$ cat src/rtl/ip_msxbus_pkg.sv
// State encodings and default constants shared by the MSX cartridge I/O-cycle engine.
package ip_msxbus_pkg;

  localparam logic [2:0] ST_IDLE   = 3'd0;
  localparam logic [2:0] ST_SETTLE = 3'd1;
  localparam logic [2:0] ST_REQ    = 3'd2;
  localparam logic [2:0] ST_DRIVE  = 3'd3;
  localparam logic [2:0] ST_FINISH = 3'd4;

  typedef enum logic [2:0] {
    S_IDLE   = ST_IDLE,
    S_SETTLE = ST_SETTLE,
    S_REQ    = ST_REQ,
    S_DRIVE  = ST_DRIVE,
    S_FINISH = ST_FINISH
  } state_e;

  localparam logic [7:0] MSX_READ_DEFAULT = 8'hFF;

endpackage

$ cat src/rtl/ip_sync_bus.sv
// WIDTH-bit x STAGES flip-flop synchroniser; latency STAGES clk, no backpressure.
// Resets to all-zero so strobes held through reset look asserted, not like a new edge.
module ip_sync_bus #(
  parameter int unsigned WIDTH  = 1,
  parameter int unsigned STAGES = 2
) (
  input  logic             clk,
  input  logic             n_reset,
  input  logic [WIDTH-1:0] d_i,
  output logic [WIDTH-1:0] q_o
);

  logic [WIDTH-1:0] sync_q [STAGES];

  always_ff @(posedge clk) begin
    if (!n_reset) begin
      for (int i = 0; i < int'(STAGES); i++) sync_q[i] <= '0;
    end else begin
      sync_q[0] <= d_i;
      for (int i = 1; i < int'(STAGES); i++) sync_q[i] <= sync_q[i-1];
    end
  end

  assign q_o = sync_q[STAGES-1];

endmodule

$ cat src/rtl/ip_msxbus_ioport.sv
// MSX cartridge I/O-cycle engine: sync strobes, hold WAIT during req/ack, drive TD on reads.
// WAIT rises SYNC_STAGES+1 clk after the strobe; the device stalls the Z80 via ack, bounded by WAIT_TIMEOUT.
module ip_msxbus_ioport
  import ip_msxbus_pkg::*;
#(
  parameter int unsigned ADDR_BITS     = 2,
  parameter int unsigned SYNC_STAGES   = 2,
  parameter int unsigned SETTLE_CYCLES = 3,
  parameter int unsigned WAIT_TIMEOUT  = 255,
  parameter logic [7:0]  READ_DEFAULT  = MSX_READ_DEFAULT
) (
  input  logic                 clk,
  input  logic                 n_reset,
  input  logic                 n_ce,
  input  logic                 n_rd,
  input  logic                 n_wr,
  input  logic [ADDR_BITS-1:0] ta,
  input  logic [7:0]           td_in,
  output logic [7:0]           td_out,
  output logic                 tdir,
  output logic                 twait,
  output logic                 req,
  output logic                 wrt,
  output logic [ADDR_BITS-1:0] address,
  output logic [7:0]           wdata,
  input  logic                 ack,
  input  logic [7:0]           rdata,
  output logic                 timeout
);

  localparam int unsigned    BW          = ADDR_BITS + 3;
  localparam logic [3:0]     SETTLE_LAST = 4'(SETTLE_CYCLES - 1);
  localparam logic [15:0]    TMO_LAST    = 16'(WAIT_TIMEOUT - 1);

  logic [BW-1:0]        s_bus;
  logic                 s_ce, s_rd, s_wr;
  logic [ADDR_BITS-1:0] s_ta;
  logic                 rd_cyc, wr_cyc, bus_idle;

  ip_sync_bus #(.WIDTH(BW), .STAGES(SYNC_STAGES)) u_sync (
    .clk    (clk),
    .n_reset(n_reset),
    .d_i    ({n_ce, n_rd, n_wr, ta}),
    .q_o    (s_bus)
  );

  assign s_ce     = s_bus[BW-1];
  assign s_rd     = s_bus[BW-2];
  assign s_wr     = s_bus[BW-3];
  assign s_ta     = s_bus[ADDR_BITS-1:0];
  assign rd_cyc   = !s_ce && !s_rd;
  assign wr_cyc   = !s_ce && !s_wr;
  assign bus_idle = s_ce && s_rd && s_wr;

  state_e               state_q, state_d;
  logic [3:0]           settle_cnt_q, settle_cnt_d;
  logic [15:0]          tmo_cnt_q, tmo_cnt_d;
  logic [7:0]           td_out_q, td_out_d, wdata_q, wdata_d;
  logic                 tdir_q, tdir_d, twait_q, twait_d, req_q, req_d;
  logic                 wrt_q, wrt_d, timeout_q, timeout_d, armed_q, armed_d;
  logic [ADDR_BITS-1:0] address_q, address_d;

  always_ff @(posedge clk) begin
    if (!n_reset) begin
      state_q      <= S_IDLE;
      settle_cnt_q <= '0;
      tmo_cnt_q    <= '0;
      td_out_q     <= '0;
      wdata_q      <= '0;
      tdir_q       <= 1'b0;
      twait_q      <= 1'b0;
      req_q        <= 1'b0;
      wrt_q        <= 1'b0;
      timeout_q    <= 1'b0;
      armed_q      <= 1'b0;
      address_q    <= '0;
    end else begin
      state_q      <= state_d;
      settle_cnt_q <= settle_cnt_d;
      tmo_cnt_q    <= tmo_cnt_d;
      td_out_q     <= td_out_d;
      wdata_q      <= wdata_d;
      tdir_q       <= tdir_d;
      twait_q      <= twait_d;
      req_q        <= req_d;
      wrt_q        <= wrt_d;
      timeout_q    <= timeout_d;
      armed_q      <= armed_d;
      address_q    <= address_d;
    end
  end

  always_comb begin
    state_d      = state_q;
    settle_cnt_d = settle_cnt_q;
    tmo_cnt_d    = tmo_cnt_q;
    td_out_d     = td_out_q;
    wdata_d      = wdata_q;
    tdir_d       = tdir_q;
    twait_d      = twait_q;
    req_d        = req_q;
    wrt_d        = wrt_q;
    timeout_d    = 1'b0;
    address_d    = address_q;
    // After reset no cycle may start until the bus has been seen fully released.
    armed_d      = armed_q || bus_idle;
    case (state_q)
      S_IDLE: begin
        if (armed_q && rd_cyc && wr_cyc) begin
          state_d = S_FINISH;
        end else if (armed_q && (rd_cyc || wr_cyc)) begin
          state_d      = S_SETTLE;
          twait_d      = 1'b1;
          settle_cnt_d = '0;
        end
      end
      S_SETTLE: begin
        if (!(rd_cyc ^ wr_cyc)) begin
          state_d = S_IDLE;
          twait_d = 1'b0;
        end else if (settle_cnt_q == SETTLE_LAST) begin
          address_d = s_ta;
          wdata_d   = td_in;
          wrt_d     = wr_cyc;
          req_d     = 1'b1;
          tmo_cnt_d = '0;
          state_d   = S_REQ;
        end else begin
          settle_cnt_d = settle_cnt_q + 4'd1;
        end
      end
      S_REQ: begin
        if (ack || tmo_cnt_q == TMO_LAST) begin
          req_d     = 1'b0;
          twait_d   = 1'b0;
          tmo_cnt_d = '0;
          timeout_d = !ack;
          if (wrt_q) begin
            state_d = S_FINISH;
          end else begin
            td_out_d = ack ? rdata : READ_DEFAULT;
            tdir_d   = 1'b1;
            state_d  = S_DRIVE;
          end
        end else begin
          tmo_cnt_d = tmo_cnt_q + 16'd1;
        end
      end
      S_DRIVE: begin
        if (!rd_cyc) begin
          tdir_d  = 1'b0;
          state_d = S_FINISH;
        end
      end
      S_FINISH: begin
        if (bus_idle) state_d = S_IDLE;
      end
      default: state_d = S_IDLE;
    endcase
  end

  assign td_out  = td_out_q;
  assign tdir    = tdir_q;
  assign twait   = twait_q;
  assign req     = req_q;
  assign wrt     = wrt_q;
  assign address = address_q;
  assign wdata   = wdata_q;
  assign timeout = timeout_q;

endmodule

$ cat config.mk
export PLATFORM = sky130hd
export DESIGN_NAME = ip_msxbus_ioport
export DESIGN_NICKNAME = d
export VERILOG_FILES = /design/src/rtl/ip_msxbus_pkg.sv /design/src/rtl/ip_sync_bus.sv /design/src/rtl/ip_msxbus_ioport.sv
export SDC_FILE = /design/constraint.sdc
export NUM_CORES = 1
export LEC_CHECK = 0
export CAP_MARGIN = 20
export CORE_MARGIN = 2
export CORE_UTILIZATION = 30
export CTS_CLUSTER_DIAMETER = 40
export CTS_CLUSTER_SIZE = 10
export DETAILED_ROUTE_END_ITERATION = 16
export PLACE_DENSITY = 0.51
export SYNTH_ARGS = -nofsm -noshare
export SYNTH_HDL_FRONTEND = slang
export SYNTH_SLANG_ARGS = --single-unit
$ cat constraint.sdc
create_clock -name clk -period 2.5 [get_ports clk]
set_input_delay 0.375 -clock clk [delete_from_list [all_inputs] [get_ports clk]]
set_output_delay 0.375 -clock clk [all_outputs]
set_load 0.01 [all_outputs]
==> reports/metrics.yaml <==
outcome:
  run_status: "complete, no violations"
final_layout:
  layout-area-overhead-vs-synth_pct: 28.86
  design.final.nets: 361
  stdcell_count: 442
  final_layout_size_suffix_gt1_frac: 0.08605
  layout.core_utilization: 0.4025
  fillCellCount: 844
  antenna_cells: 0
  fin_area_um2: 3341
power_and_ir_drop:
  p_leak_nw: 1.148
  power_switching_mw: 0.4199
  combPwrFrac: 0.040
  power_frac_clock: 0.486
  power.share.sequential: 0.475
  sw_frac_of_total: 0.2160
  totalPowerFinal_mw: 1.944
  cellInternalPower_mw: 1.524
  p_per_area_nw_per_um2: 581.8
  power.ir.vdd_worst_uv: 245.2
place:
  place.gp.congestion: 0.8000
  post-dp-hpwl_um: 3896
  placement.io_buffers: 46
  dp.cells: 426
  placed_area_um2: 3122
  pre_cts_slack_ps: 311.4
synth:
  asyncSetResetFlopFracSynth: 0
  synth_seq_cells: 57
  ys.warnings.count: 0
  synthDominantCellAreaShare: 0.4402
  yosysUniqueCellTypes: 54
  synth_cells: 287
  syn_avg_cell_area_um2: 9.033
  ys_top_cells_by_area: "sky130_fd_sc_hd__dfxtp_1, sky130_fd_sc_hd__nand2_1, sky130_fd_sc_hd__o221a_1"
  synth.most_common_cell: "sky130_fd_sc_hd__dfxtp_1"
  synth_area_leader_cell: "sky130_fd_sc_hd__dfxtp_1"
  synth_area_um2: 2592
  synth_enable_flop_cells: 0
  synth_flop_cell: "sky130_fd_sc_hd__dfxtp_1"
  synth.net_count: 316
  seq_area_frac_synth: 0.4402
  synthTopCellsByCount: "sky130_fd_sc_hd__dfxtp_1, sky130_fd_sc_hd__nand2_1, sky130_fd_sc_hd__and2_1"
routing:
  wirelength_um: 5683
  drc_errors: 0
  detail_route.vias_per_cell: 4.873
  first_pass_iters: 4
  number_of_nets_with_antenna_violations_after_routing: 0
  vias: 2154
  drt_iter0_drc: 74
  wire_per_inst_um: 12.86
clock_tree:
  cts.root.buffer_cell: "sky130_fd_sc_hd__clkbuf_8"
  h-tree-depth: 3
  cts_setup_buffers: 0
  cts_hold_buf: 0
  clkSinkCount: 57
  numCtsBuffers: 9
  clk_pin_slew_ps: 70
  clockBufferDepth: 2
  clkLatencyLatePin_ps: 330
  ctsResizeCount: 0
  tritoncts: "yes"
floorplanning:
  placeableCoreArea_um2: 8299
  floorplan.die_area_um2: 9401
  die_x_um: 96.96
  initial_core_util: 0.3124
  vertical_die_dimension_um: 96.96
  io_pins: 47
  placement_rows: 33
global_routing:
  overflow: 0
  grt_first_pass_wirelength_um: 9860
  grt_util_all_layers: 0.1271
  grt_max_degree: 37
  via_count_of_the_first_global_routing_pass: 2055
  antenna_violations_before_repair: 0
timing:
  timing.final.crit_share: 0.8632
  timing.final.max_slew_violations: 0
  worst_margin_pin_slew_ps: 524.8
  timing.final.setup_violations: 0
  finalClockSkew_ps: 7.190
  hold_violations: 0
  worst_hold_margin_ps: 427.8
  grt_setup_unrepaired: "false"
  max_clock_freq_mhz: 463.4
  final.min_clock_period_ps: 2158
  layout_setup_ws_ps: 342.0
  max-slew-margin-rel: 0.6497
  setup-tns-final_ps: 0
worst_setup_path:
  critical_path_fanouts_max: 8
  critPathLaunchType: "register"
  worstRegToRegCells: 6
  crit_arrival_ps: 2420
  worst-endpoint-required_ps: 2760
  worst_setup_path_end_kind: "register"
  worst_setup_sp: "u_sync.sync_q[0][9]$_SDFF_PN0_"
  criticalPathCategory: "register to register"
  worstReg2RegStart: "u_sync.sync_q[0][9]$_SDFF_PN0_"
worst_hold_path:
  hold_class: "register to register"
  worst_hold_startpoint: "u_sync.sync_q[0][6]$_SDFF_PN0_"
  hold_depth: 2
run:
  timing.max_cap.violations: 0
-- cell usage in the layout, fill, tap and decap left out, types with 2 or more instances in the layout --
cell and n:
sky130_fd_sc_hd__xor2_1 2, sky130_fd_sc_hd__ha_1 5, sky130_fd_sc_hd__nor3_1 6, sky130_fd_sc_hd__bufinv_16 2, sky130_fd_sc_hd__inv_1 5, sky130_fd_sc_hd__o21a_1 3, sky130_fd_sc_hd__nand3_1 10, sky130_fd_sc_hd__buf_4 2
sky130_fd_sc_hd__a21boi_1 8, sky130_fd_sc_hd__clkinvlp_4 4, sky130_fd_sc_hd__a21boi_0 3, sky130_fd_sc_hd__a31oi_1 11, sky130_fd_sc_hd__a22o_1 2, sky130_fd_sc_hd__o221a_1 9, sky130_fd_sc_hd__dfxtp_1 57, sky130_fd_sc_hd__mux2i_1 2
sky130_fd_sc_hd__o21ai_0 7, sky130_fd_sc_hd__nand2_1 46, sky130_fd_sc_hd__nand4_1 6, sky130_fd_sc_hd__nor3b_1 2, sky130_fd_sc_hd__nor4_1 3, sky130_fd_sc_hd__xnor2_1 3, sky130_fd_sc_hd__nand2b_1 4, sky130_fd_sc_hd__or3_1 3
sky130_fd_sc_hd__nor4b_1 2, sky130_fd_sc_hd__clkbuf_8 9, sky130_fd_sc_hd__and4_1 3, sky130_fd_sc_hd__clkdlybuf4s50_1 46, sky130_fd_sc_hd__nor2_1 13, sky130_fd_sc_hd__nor2b_1 5, sky130_fd_sc_hd__and2_1 16, sky130_fd_sc_hd__a21oi_1 10
sky130_fd_sc_hd__o21ai_1 5
-- critical path, stage by stage, from the launching register on --
cell	delay (ps)
sky130_fd_sc_hd__dfxtp_1	330
sky130_fd_sc_hd__or2_2	320
sky130_fd_sc_hd__ha_1	320
sky130_fd_sc_hd__and4bb_1	270
sky130_fd_sc_hd__a21oi_2	330
sky130_fd_sc_hd__nand2_1	290
sky130_fd_sc_hd__a31oi_1	230
-- power groups by stage --
stage                     logic (mW)  clock network (mW)  registers (mW)
after floorplan               0.0323                   0           0.942
after global placement        0.0777                   0           0.944
after detailed placement      0.0780                   0           0.944
after CTS                     0.0785               0.973           0.923
after global routing          0.0863                1.01           0.924
final                         0.0770               0.944           0.923
-- state kept, by name (all words and copies together) (netlist names) --
| name | flops |
|---|---|
| tmo_cnt_q | 16 |
| u_sync.sync_q | 10 |
| td_out | 8 |
| wdata | 8 |
| settle_cnt_q | 4 |
| state_q | 3 |
| address | 2 |
| armed_q | 1 |
| req | 1 |
| tdir | 1 |
| timeout | 1 |
| twait | 1 |
| wrt | 1 |
-- final timing paths --
path	slack, ps	to
setup reg to reg	340	tmo_cnt_q[2]$_SDFFE_PN0P_
hold reg to reg	430	address[1]$_SDFFE_PN0P_
setup / recovery	340	tmo_cnt_q[2]$_SDFFE_PN0P_
hold / removal	430	address[1]$_SDFFE_PN0P_
-- metal layers --
layer | routed length, um | track usage | vias up | share of wire
li1 | - | - | 1124 | -
met1 | 2897 | 0.1746 | 960 | 0.51
met2 | 2342 | 0.1800 | 61 | 0.41
met3 | 338 | 0.04118 | 9 | 0.059
met4 | 105 | 0.05850 | 0 | 0.018
met5 | 0 | 0 | - | 0
-- layout make-up --
type,instances,area (um^2),area share
sequential,57,1141,0.3416
tap,105,131.4,0.03933
clock buffer,9,123.9,0.03708
multi-input combinational,211,1355,0.4056
timing repair buffer,48,475.5,0.1423
clock inverter,7,95.09,0.02846
inverter,5,18.77,0.005618
-- cell families (layout without fill, tap and decap cells) --
| logic type | Yosys count | after routing | synth area share |
|---|---|---|---|
| xor+xnor | 5 | 5 | 0.01689 |
| simple gates | 134 | 134 | 0.2939 |
| flops | 57 | 57 | 0.4402 |
| mux | 2 | 2 | 0.007722 |
| fa+ha+maj | 5 | 5 | 0.02413 |
| compound gates | 65 | 65 | 0.1800 |
| buf+inv | 19 | 69 | 0.03716 |
Note: power is estimated with default switching activity, not from simulation.
